==> src/rtl/axil_simplebus_bridge_if.sv <==
// -----------------------------------------------------------------------------
// Bus interfaces for the AXI-Lite to Simplebus bridge.
//
// axi_lite_if  : 32-bit AXI-Lite channel bundle (AW, W, B, AR, R).
//   master modport drives requests and response readies (interconnect side).
//   slave  modport drives channel readies and responses (bridge side).
// simplebus_if : single-strobe peripheral bus.
//   master modport drives address, write data and the write/read strobes.
//   slave  modport drives sb_ready, sb_read_valid and sb_read_data.
// -----------------------------------------------------------------------------
interface axi_lite_if;
    logic        awvalid;
    logic        awready;
    logic [31:0] awaddr;
    logic        wvalid;
    logic        wready;
    logic [31:0] wdata;
    logic [3:0]  wstrb;
    logic        bvalid;
    logic        bready;
    logic [1:0]  bresp;
    logic        arvalid;
    logic        arready;
    logic [31:0] araddr;
    logic        rvalid;
    logic        rready;
    logic [31:0] rdata;
    logic [1:0]  rresp;

    modport master (
        output awvalid, awaddr, wvalid, wdata, wstrb, bready, arvalid, araddr, rready,
        input  awready, wready, bvalid, bresp, arready, rvalid, rdata, rresp
    );

    modport slave (
        input  awvalid, awaddr, wvalid, wdata, wstrb, bready, arvalid, araddr, rready,
        output awready, wready, bvalid, bresp, arready, rvalid, rdata, rresp
    );
endinterface

interface simplebus_if;
    logic [31:0] sb_address;
    logic [31:0] sb_write_data;
    logic        sb_write_strobe;
    logic        sb_read_strobe;
    logic        sb_ready;
    logic        sb_read_valid;
    logic [31:0] sb_read_data;

    modport master (
        output sb_address, sb_write_data, sb_write_strobe, sb_read_strobe,
        input  sb_ready, sb_read_valid, sb_read_data
    );

    modport slave (
        input  sb_address, sb_write_data, sb_write_strobe, sb_read_strobe,
        output sb_ready, sb_read_valid, sb_read_data
    );
endinterface

==> src/rtl/axil_simplebus_bridge.sv <==
// -----------------------------------------------------------------------------
// axil_simplebus_bridge
//
// AXI-Lite slave that replays each accepted transaction as a single Simplebus
// strobe. One transaction is in flight at a time; AW, W and AR each have a
// single capture slot, so the next request can be accepted while the current
// one is still being serviced.
//
// Ports:
//   clock  : system clock, rising edge.
//   reset  : asynchronous active-low reset.
//   axi_in : AXI-Lite target port (axi_lite_if.slave).
//   sb_out : Simplebus initiator port (simplebus_if.master).
//
// Parameters:
//   BASE_ADDRESS : subtracted (mod 2^32) from AXI addresses before driving sb_address.
//   READ_TIMEOUT : cycles allowed for sb_read_valid after a read strobe (>= 2).
// -----------------------------------------------------------------------------
module axil_simplebus_bridge #(
    parameter logic [31:0] BASE_ADDRESS = 32'h0000_0000,
    parameter int unsigned READ_TIMEOUT = 16
) (
    input  logic        clock,
    input  logic        reset,
    axi_lite_if.slave   axi_in,
    simplebus_if.master sb_out
);

    localparam int unsigned      CNT_W    = $clog2(READ_TIMEOUT + 1);
    localparam logic [CNT_W-1:0] CNT_LAST = CNT_W'(READ_TIMEOUT - 1);

    typedef enum logic [2:0] {
        IDLE      = 3'd0,
        WR_STROBE = 3'd1,
        WR_RESP   = 3'd2,
        RD_STROBE = 3'd3,
        RD_WAIT   = 3'd4,
        RD_RESP   = 3'd5
    } state_t;

    state_t           state_r;
    logic             prio_r;            // 0: read wins a tie, 1: write wins
    logic [CNT_W-1:0] cnt_r;

    logic             aw_flag_r;
    logic             w_flag_r;
    logic             ar_flag_r;
    logic [31:0]      awaddr_r;
    logic [31:0]      wdata_r;
    logic [31:0]      araddr_r;
    logic             awready_r;
    logic             wready_r;
    logic             arready_r;

    logic             bvalid_r;
    logic [1:0]       bresp_r;
    logic             rvalid_r;
    logic [1:0]       rresp_r;
    logic [31:0]      rdata_r;
    logic [31:0]      sb_address_r;
    logic [31:0]      sb_write_data_r;
    logic             sb_write_strobe_r;
    logic             sb_read_strobe_r;

    logic             aw_hs_s;
    logic             w_hs_s;
    logic             ar_hs_s;
    logic             b_hs_s;
    logic             r_hs_s;
    logic             aw_flag_nxt_s;
    logic             w_flag_nxt_s;
    logic             ar_flag_nxt_s;
    logic             wr_pend_s;
    logic             rd_pend_s;
    logic [CNT_W-1:0] cnt_inc_s;
    logic             timeout_s;

    // Byte strobes are not supported; every write is a full word.
    logic             unused_wstrb_s;
    assign unused_wstrb_s = ^axi_in.wstrb;

    // Handshake detection, next capture-flag values and timeout compare.
    always_comb begin
        aw_hs_s = axi_in.awvalid & awready_r;
        w_hs_s  = axi_in.wvalid  & wready_r;
        ar_hs_s = axi_in.arvalid & arready_r;
        b_hs_s  = bvalid_r & axi_in.bready;
        r_hs_s  = rvalid_r & axi_in.rready;

        // A slot cannot be captured and released in the same cycle: its ready
        // is low for as long as the flag is set.
        if (b_hs_s) begin
            aw_flag_nxt_s = 1'b0;
            w_flag_nxt_s  = 1'b0;
        end else begin
            aw_flag_nxt_s = aw_flag_r | aw_hs_s;
            w_flag_nxt_s  = w_flag_r  | w_hs_s;
        end

        if (r_hs_s) begin
            ar_flag_nxt_s = 1'b0;
        end else begin
            ar_flag_nxt_s = ar_flag_r | ar_hs_s;
        end

        wr_pend_s = aw_flag_r & w_flag_r;
        rd_pend_s = ar_flag_r;

        // The compare looks at the incremented value so that the error
        // response lands READ_TIMEOUT cycles after the read strobe.
        cnt_inc_s = cnt_r + CNT_W'(1);
        timeout_s = (cnt_inc_s == CNT_LAST);
    end

    // Channel capture slots and their registered readies.
    always_ff @(posedge clock or negedge reset) begin
        if (!reset) begin
            aw_flag_r <= 1'b0;
            w_flag_r  <= 1'b0;
            ar_flag_r <= 1'b0;
            awaddr_r  <= 32'h0000_0000;
            wdata_r   <= 32'h0000_0000;
            araddr_r  <= 32'h0000_0000;
            awready_r <= 1'b0;
            wready_r  <= 1'b0;
            arready_r <= 1'b0;
        end else begin
            aw_flag_r <= aw_flag_nxt_s;
            w_flag_r  <= w_flag_nxt_s;
            ar_flag_r <= ar_flag_nxt_s;
            awready_r <= ~aw_flag_nxt_s;
            wready_r  <= ~w_flag_nxt_s;
            arready_r <= ~ar_flag_nxt_s;
            if (aw_hs_s) begin
                awaddr_r <= axi_in.awaddr;
            end
            if (w_hs_s) begin
                wdata_r <= axi_in.wdata;
            end
            if (ar_hs_s) begin
                araddr_r <= axi_in.araddr;
            end
        end
    end

    // Transaction sequencer with registered bus and response outputs.
    always_ff @(posedge clock or negedge reset) begin
        if (!reset) begin
            state_r           <= IDLE;
            prio_r            <= 1'b0;
            cnt_r             <= '0;
            bvalid_r          <= 1'b0;
            bresp_r           <= 2'b00;
            rvalid_r          <= 1'b0;
            rresp_r           <= 2'b00;
            rdata_r           <= 32'h0000_0000;
            sb_address_r      <= 32'h0000_0000;
            sb_write_data_r   <= 32'h0000_0000;
            sb_write_strobe_r <= 1'b0;
            sb_read_strobe_r  <= 1'b0;
        end else begin
            case (state_r)
                IDLE: begin
                    if (sb_out.sb_ready && wr_pend_s && (!rd_pend_s || prio_r)) begin
                        sb_address_r      <= awaddr_r - BASE_ADDRESS;
                        sb_write_data_r   <= wdata_r;
                        sb_write_strobe_r <= 1'b1;
                        state_r           <= WR_STROBE;
                        if (rd_pend_s) begin
                            prio_r <= 1'b0;
                        end
                    end else if (sb_out.sb_ready && rd_pend_s) begin
                        sb_address_r     <= araddr_r - BASE_ADDRESS;
                        sb_read_strobe_r <= 1'b1;
                        state_r          <= RD_STROBE;
                        if (wr_pend_s) begin
                            prio_r <= 1'b1;
                        end
                    end else begin
                        state_r <= IDLE;
                    end
                end
                WR_STROBE: begin
                    sb_write_strobe_r <= 1'b0;
                    sb_write_data_r   <= 32'h0000_0000;
                    bvalid_r          <= 1'b1;
                    bresp_r           <= 2'b00;
                    state_r           <= WR_RESP;
                end
                WR_RESP: begin
                    if (axi_in.bready) begin
                        bvalid_r <= 1'b0;
                        state_r  <= IDLE;
                    end else begin
                        state_r <= WR_RESP;
                    end
                end
                RD_STROBE: begin
                    sb_read_strobe_r <= 1'b0;
                    cnt_r            <= '0;
                    state_r          <= RD_WAIT;
                end
                RD_WAIT: begin
                    cnt_r <= cnt_inc_s;
                    if (sb_out.sb_read_valid) begin
                        rdata_r  <= sb_out.sb_read_data;
                        rresp_r  <= 2'b00;
                        rvalid_r <= 1'b1;
                        state_r  <= RD_RESP;
                    end else if (timeout_s) begin
                        rdata_r  <= 32'h0000_0000;
                        rresp_r  <= 2'b10;
                        rvalid_r <= 1'b1;
                        state_r  <= RD_RESP;
                    end else begin
                        state_r <= RD_WAIT;
                    end
                end
                RD_RESP: begin
                    if (axi_in.rready) begin
                        rvalid_r <= 1'b0;
                        state_r  <= IDLE;
                    end else begin
                        state_r <= RD_RESP;
                    end
                end
                default: begin
                    sb_write_strobe_r <= 1'b0;
                    sb_read_strobe_r  <= 1'b0;
                    bvalid_r          <= 1'b0;
                    rvalid_r          <= 1'b0;
                    state_r           <= IDLE;
                end
            endcase
        end
    end

    assign axi_in.awready        = awready_r;
    assign axi_in.wready         = wready_r;
    assign axi_in.arready        = arready_r;
    assign axi_in.bvalid         = bvalid_r;
    assign axi_in.bresp          = bresp_r;
    assign axi_in.rvalid         = rvalid_r;
    assign axi_in.rresp          = rresp_r;
    assign axi_in.rdata          = rdata_r;
    assign sb_out.sb_address      = sb_address_r;
    assign sb_out.sb_write_data   = sb_write_data_r;
    assign sb_out.sb_write_strobe = sb_write_strobe_r;
    assign sb_out.sb_read_strobe  = sb_read_strobe_r;

endmodule

==> src/flat_wrapper.sv <==
// flat-port wrapper written by rule: the top's interface ports become plain ports
module axil_simplebus_bridge_flat 
#(
    parameter logic [31:0] BASE_ADDRESS = 32'h0000_0000,
    parameter int unsigned READ_TIMEOUT = 16
)
  (clock, reset, axi_in_awvalid, axi_in_awaddr, axi_in_wvalid, axi_in_wdata, axi_in_wstrb, axi_in_bready, axi_in_arvalid, axi_in_araddr, axi_in_rready, axi_in_awready, axi_in_wready, axi_in_bvalid, axi_in_bresp, axi_in_arready, axi_in_rvalid, axi_in_rdata, axi_in_rresp, sb_out_sb_address, sb_out_sb_write_data, sb_out_sb_write_strobe, sb_out_sb_read_strobe, sb_out_sb_ready, sb_out_sb_read_valid, sb_out_sb_read_data);
  axi_lite_if axi_in_i ();
  simplebus_if sb_out_i ();
  input  logic clock;
  input  logic reset;
  input wire logic [$bits(axi_in_i.awvalid)-1:0] axi_in_awvalid;
  input wire logic [$bits(axi_in_i.awaddr)-1:0] axi_in_awaddr;
  input wire logic [$bits(axi_in_i.wvalid)-1:0] axi_in_wvalid;
  input wire logic [$bits(axi_in_i.wdata)-1:0] axi_in_wdata;
  input wire logic [$bits(axi_in_i.wstrb)-1:0] axi_in_wstrb;
  input wire logic [$bits(axi_in_i.bready)-1:0] axi_in_bready;
  input wire logic [$bits(axi_in_i.arvalid)-1:0] axi_in_arvalid;
  input wire logic [$bits(axi_in_i.araddr)-1:0] axi_in_araddr;
  input wire logic [$bits(axi_in_i.rready)-1:0] axi_in_rready;
  output wire logic [$bits(axi_in_i.awready)-1:0] axi_in_awready;
  output wire logic [$bits(axi_in_i.wready)-1:0] axi_in_wready;
  output wire logic [$bits(axi_in_i.bvalid)-1:0] axi_in_bvalid;
  output wire logic [$bits(axi_in_i.bresp)-1:0] axi_in_bresp;
  output wire logic [$bits(axi_in_i.arready)-1:0] axi_in_arready;
  output wire logic [$bits(axi_in_i.rvalid)-1:0] axi_in_rvalid;
  output wire logic [$bits(axi_in_i.rdata)-1:0] axi_in_rdata;
  output wire logic [$bits(axi_in_i.rresp)-1:0] axi_in_rresp;
  output wire logic [$bits(sb_out_i.sb_address)-1:0] sb_out_sb_address;
  output wire logic [$bits(sb_out_i.sb_write_data)-1:0] sb_out_sb_write_data;
  output wire logic [$bits(sb_out_i.sb_write_strobe)-1:0] sb_out_sb_write_strobe;
  output wire logic [$bits(sb_out_i.sb_read_strobe)-1:0] sb_out_sb_read_strobe;
  input wire logic [$bits(sb_out_i.sb_ready)-1:0] sb_out_sb_ready;
  input wire logic [$bits(sb_out_i.sb_read_valid)-1:0] sb_out_sb_read_valid;
  input wire logic [$bits(sb_out_i.sb_read_data)-1:0] sb_out_sb_read_data;
  assign axi_in_i.awvalid = axi_in_awvalid;
  assign axi_in_i.awaddr = axi_in_awaddr;
  assign axi_in_i.wvalid = axi_in_wvalid;
  assign axi_in_i.wdata = axi_in_wdata;
  assign axi_in_i.wstrb = axi_in_wstrb;
  assign axi_in_i.bready = axi_in_bready;
  assign axi_in_i.arvalid = axi_in_arvalid;
  assign axi_in_i.araddr = axi_in_araddr;
  assign axi_in_i.rready = axi_in_rready;
  assign axi_in_awready = axi_in_i.awready;
  assign axi_in_wready = axi_in_i.wready;
  assign axi_in_bvalid = axi_in_i.bvalid;
  assign axi_in_bresp = axi_in_i.bresp;
  assign axi_in_arready = axi_in_i.arready;
  assign axi_in_rvalid = axi_in_i.rvalid;
  assign axi_in_rdata = axi_in_i.rdata;
  assign axi_in_rresp = axi_in_i.rresp;
  assign sb_out_sb_address = sb_out_i.sb_address;
  assign sb_out_sb_write_data = sb_out_i.sb_write_data;
  assign sb_out_sb_write_strobe = sb_out_i.sb_write_strobe;
  assign sb_out_sb_read_strobe = sb_out_i.sb_read_strobe;
  assign sb_out_i.sb_ready = sb_out_sb_ready;
  assign sb_out_i.sb_read_valid = sb_out_sb_read_valid;
  assign sb_out_i.sb_read_data = sb_out_sb_read_data;
  axil_simplebus_bridge #(.BASE_ADDRESS(BASE_ADDRESS), .READ_TIMEOUT(READ_TIMEOUT)) u_core (.clock(clock), .reset(reset), .axi_in(axi_in_i), .sb_out(sb_out_i));
endmodule
==> config.mk <==
export PLATFORM = sky130hd
export DESIGN_NAME = axil_simplebus_bridge_flat
export DESIGN_NICKNAME = d
export VERILOG_FILES = /design/src/rtl/axil_simplebus_bridge_if.sv /design/src/rtl/axil_simplebus_bridge.sv /design/src/flat_wrapper.sv
export SDC_FILE = /design/constraint.sdc
export NUM_CORES = 1
export LEC_CHECK = 0
export BUFFER_PORTS_ARGS = -buffer_cell sky130_fd_sc_hd__buf_4
export CAP_MARGIN = 40
export CORE_UTILIZATION = 30
export DETAILED_ROUTE_END_ITERATION = 10
export SLEW_MARGIN = 20
export SYNTH_ARGS = -nofsm -noshare
export SYNTH_HDL_FRONTEND = slang
export SYNTH_SLANG_ARGS = --single-unit
==> constraint.sdc <==
create_clock -name clock -period 2.3 [get_ports clock]
set_input_delay 0.115 -clock clock [delete_from_list [all_inputs] [get_ports clock]]
set_output_delay 0.115 -clock clock [all_outputs]
set_load 0.05 [all_outputs]
======== Word level (Yosys, flattened, before mapping) ========
Cells that the tools add are included.
operators by class
  add/subtract/negate cells ............... 1
  eq/ne operators ......................... 13
  mux-type cells .......................... 34
  bitwise gates (word level) .............. 16
  reductions and logical operators ........ 23
operators by type and width
  kind                                                  number
  two-way mux 32 bit                                    5
  case mux 32 bit (2 select lines)                      1
  case mux 3 bit (6 select lines)                       1
  OR reduction 4 bit                                    4
  two-way mux 1 bit                                     15
  case mux 5 bit (2 select lines)                       1
  AND reduction 2 bit                                   5
  nonzero test 2 bit                                    5
  two-way mux 3 bit                                     3
  two-way mux 2 bit                                     4
  inverter 1 bit                                        7
  bitwise AND 1 bit                                     6
  equality test 3 x 2 -> 1 bit (second input constant)  2
  equality test 3 bit (second input constant)           2
  != test 2 x 1 -> 1 bit (second input constant)        3
  != test 2 bit (second input constant)                 3
  case mux 1 bit (3 select lines)                       2
  AND reduction 3 bit                                   2
  adder 5 x 1 -> 5 bit (second input constant)          1
  equality test 5 x 4 -> 1 bit (second input constant)  1
  case mux 1 bit (2 select lines)                       2
  AND reduction 4 bit                                   1
  equality test 3 x 1 -> 1 bit (second input constant)  1
  logical AND 1 bit                                     3
  5 further kinds                                       7
word-level totals
  flip-flop bits (word level) ............. 213
  word-level logic and storage cells ...... 107

======== Longest topological paths before layout ========
  word-level depth ........................ 5
  mapped depth ............................ 7
  mapped depth without buffers ............ 6

======== Least setup slack after synthesis ========
OpenSTA, ideal clock, no wires.
  path kind ............................... register to register
  start point ............................. register u_core.state_r[2]
  end point ............................... register u_core.sb_write_data_r[10] (netlist: u_core.sb_out.sb_write_data[10])
  setup time .............................. 0.126 ns
  arrival ................................. 1.748 ns
  data required time ...................... 2.174 ns
  slack ................................... 0.425 ns
  cell stages (with the launch flop) ...... 6
  period minus slack after synthesis ...... 1.875 ns
  path through ............................ dfrtp_1 or4b_1 buf_2 o31ai_4 clkbuf_2 o21ai_0
between the ends
  longest elaborated chain between the ends .. 3
ends and longest elaborated chain
  element                                                                 RTL line                      RTL
  start, declared                                                         axil_simplebus_bridge.sv:41   state_t state_r;
  start signal, assigned                                                  axil_simplebus_bridge.sv:149  state_r <= IDLE;
  start signal, assigned                                                  axil_simplebus_bridge.sv:168  state_r <= WR_STROBE;
  start signal, assigned                                                  axil_simplebus_bridge.sv:175  state_r <= RD_STROBE;
  equality test 3 x 1 -> 1 bit or zero test 3 bit (tied branches)         axil_simplebus_bridge.sv:162  case (state_r)
  nonzero test 2 bit (no line) or != test 2 x 1 -> 1 bit (tied branches)  -
  AND reduction 2 bit (no line)                                           -
  end signal, assigned                                                    axil_simplebus_bridge.sv:166  sb_write_data_r <= wdata_r;
  end, declared                                                           axil_simplebus_bridge.sv:61   logic [31:0] sb_write_data_r;
Parallel ways exist; a longest one is shown, timed or not.
A chain may end at the register's enable or synchronous reset.

======== Worst setup path after layout ========
  start point ............................. register u_core.state_r[2]
  end point ............................... register u_core.sb_write_data_r[4] (netlist: u_core.sb_out.sb_write_data[4])
Same word-level chain as after synthesis.

==> impl_metrics.env <==
export IMPL_finalHoldViolCount=0
export IMPL_htreeDepth=1
export IMPL_dr_pass1_iters=4
export IMPL_p_sw_mw=7.52
export IMPL_required_ns=2.71
export IMPL_place_congestion=0.757
export IMPL_syn_inst=660
export IMPL_row_count=60
export IMPL_route_detailed_drc=0
export IMPL_p_int_mw=10.8
export IMPL_fin_ws_ns=0.403
export IMPL_synth_avg_cell_area_um2=12.7
export IMPL_synth_seq_cells=212
export IMPL_post_cts_buffers=0
export IMPL_setup_viol=0
export IMPL_fin_crit_sh_pct=82.5
export IMPL_yosysSeqAreaShare_pct=63.0
export IMPL_final_max_slew_viol_count=0
export IMPL_slew_headroom_pct=53.2
export IMPL_vias_per_cell=4.50
export IMPL_clock_skew_ns=0.0187
export IMPL_arrival_ns=2.31
export IMPL_numCtsBuffers=24
export IMPL_critPathLaunchType="flip-flop"
export IMPL_numPortBuffers=240
export IMPL_cp_max_fo=64
export IMPL_die_y_um=169
export IMPL_place_ws_ns=0.409
export IMPL_rsz0062_at_grt="false"
export IMPL_hold_class="in2reg"
export IMPL_grt_overflow=0
export IMPL_hpwl_um=13800
export IMPL_path_clk_slew_ns=0.06
export IMPL_antenna_found_initial=0
export IMPL_initial_utilization_pct=30.9
export IMPL_wire_per_inst_um=15.6
export IMPL_clock_power_share_pct=20.9
export IMPL_grt_pass1_wl_um=36200
export IMPL_p_per_area_nw_per_um2=1430
export IMPL_cts_tree="yes"
export IMPL_track_usage_pct=15.6
export IMPL_wirelength_um=22200
export IMPL_critPathCaptureType="flip-flop"
export IMPL_grt_max_degree=88
export IMPL_coreArea_um2=27300
export IMPL_root_buffer="clkbuf_16"
export IMPL_fmax_ghz=0.527
export IMPL_status="complete, no violations"
export IMPL_final_setup_tns_ns=0
export IMPL_insertion_delay_ns=0.52
export IMPL_diodes=0
export IMPL_layoutNonFillerInstCount=1422
export IMPL_postCtsResizedCells=0
export IMPL_post_route_util_pct=47.0
export IMPL_fillers=2428
export IMPL_p_sw_share_pct=41.1
export IMPL_p_leak_nw=5.95
export IMPL_drive_above_1_share_pct=38.5
export IMPL_drt_iter0_markers=376
export IMPL_async_flop_share_pct=100
export IMPL_p_seq_share_pct=35.0
export IMPL_fp_dieArea_um2=28700
export IMPL_clock_sinks=212
export IMPL_period_minus_slack_ns=1.90
export IMPL_cap_violations=0
export IMPL_worstMarginPinSlew_ns=0.702
export IMPL_yosysUniqueCellTypes=38
export IMPL_die_width_um=169
export IMPL_ir_worst_vdd_mv=0.714
export IMPL_area_delta_synth_final_pct=52.3
export IMPL_crit_type="reg2reg"
export IMPL_nets=1176
export IMPL_synth_edff_count=0
export IMPL_clock_path_buffers=3
export IMPL_p_comb_share_pct=44.2
export IMPL_ys_flop_type="dfrtp_1"
export IMPL_postRouteAntennaNets=0
export IMPL_ys_warn_count=0
export IMPL_dp_cells=1248
export IMPL_grt_pass1_vias=6855
export IMPL_vias=6399
export IMPL_synth_cell_area_um2=8410
export IMPL_ios=248
export IMPL_whs_ns=0.0296
## sequential cells by signal, summed over array words and instances, names as in the netlist
signal	count
u_core.aw_flag_r	1
u_core.sb_out.sb_read_strobe	1
u_core.axi_in.rresp	1
u_core.axi_in.wready	1
u_core.sb_out.sb_write_data	32
u_core.w_flag_r	1
u_core.prio_r	1
u_core.cnt_r	5
u_core.axi_in.bvalid	1
u_core.awaddr_r	32
u_core.state_r	3
u_core.araddr_r	32
u_core.ar_flag_r	1
u_core.axi_in.rdata	32
u_core.axi_in.rvalid	1
u_core.axi_in.arready	1
u_core.wdata_r	32
u_core.axi_in.awready	1
u_core.sb_out.sb_address	32
u_core.sb_out.sb_write_strobe	1
## synthesized netlist by cell type (all sizes together), types with 2 or more instances
cell type | n | area [um^2]
nor3 | 2 | 10.0
nor3b | 2 | 15.0
nand3 | 35 | 175
ha | 2 | 25.0
inv | 41 | 154
or3b | 2 | 17.5
clkbuf | 29 | 111
buf | 17 | 113
o31ai | 3 | 36.3
and2 | 4 | 25.0
mux2 | 96 | 1080
mux2i | 33 | 330
dfrtp | 212 | 5310
nor2 | 5 | 18.8
a22o | 32 | 280
xor2 | 3 | 26.3
nand2 | 46 | 173
o21ai | 78 | 390
nor2b | 4 | 25.0
a21oi | 2 | 10.0
## logic make-up after synthesis
family / count (synthesis) / synth area share (%)
fa+ha+maj: 2 / 0.297
buf+inv: 87 / 4.49
compound gates: 122 / 9.20
simple gates: 104 / 5.83
mux: 129 / 16.8
other cells: 1 / 0.0446
xor+xnor: 3 / 0.312
flops: 212 / 63.0
## worst max-delay path, stage by stage (launching register included)
cell	delay [ns]
dfrtp_1	0.37
or4b_1	0.65
o31ai_4	0.26
buf_12	0.27
nand3_1	0.12
o21ai_0	0.10
## area by class of cell
class	instances	area [um^2]	area share [%]
multi-input combinational	363	2750	21.5
inverter	41	154	1.20
clock inverter	7	60.1	0.469
sequential	212	5310	41.4
timing repair buffer	391	3350	26.1
tap	372	465	3.63
clock buffer	36	737	5.75
## stage by stage
stage	cell area, um^2	power [mW]
global placement	10700	14.2
floorplan	8420	11.8
global route	12800	19.4
detailed placement	10700	14.4
finish	12800	18.3
CTS	12800	18.5
## layer usage
layer | vias up | track usage [%] | share of wire [%]
li1 | 3023 | - | -
met1 | 3149 | 19.7 | 43
met2 | 190 | 26.2 | 47
met3 | 37 | 4.36 | 7.2
met4 | 0 | 4.39 | 2.8
met5 | - | 0 | 0
## final timing paths
path	start	endpoint	slack, ns	cells after the start
worst min register to register	u_core.prio_r	u_core.prio_r	0.47	1
worst max register to register	u_core.state_r[2]	u_core.sb_out.sb_write_data[4]	0.40	5
worst min-delay path	sb_out_sb_read_valid	u_core.state_r[0]	0.03	4
min in group asynchronous	reset	u_core.sb_out.sb_write_data[25]	0.22	2
max in group asynchronous	reset	u_core.awaddr_r[25]	1.33	3
worst max-delay path	u_core.state_r[2]	u_core.sb_out.sb_write_data[4]	0.40	5
## power groups by stage
stage	clock, mW	combinational (mW)	sequential [mW]
5_1_grt	4.08	8.64	6.63
3_5_place_dp	0	7.96	6.44
4_1_cts	3.95	8.15	6.40
6_report	3.81	8.08	6.40
3_3_place_gp	0	7.84	6.38
2_1_floorplan	0	2.68	9.13
## repair_timing
action | 4_1_cts | 5_1_grt
hold buffers | 131 | 0
setup endpoints to repair | 0 | 0
endpoints found under the hold margin | 220 | 0
## placed cells by master, fill, tap and decap left out, drive strengths merged, types with 5 or more instances in the layout
master       count
buf            260
dfrtp          212
dlygate4sd3    131
mux2            96
o21ai           78
nand2           46
inv             41
clkbuf          36
nand3           35
mux2i           33
a22o            32
clkinv           6
nor2             5
(Power assumes the default switching activity.)
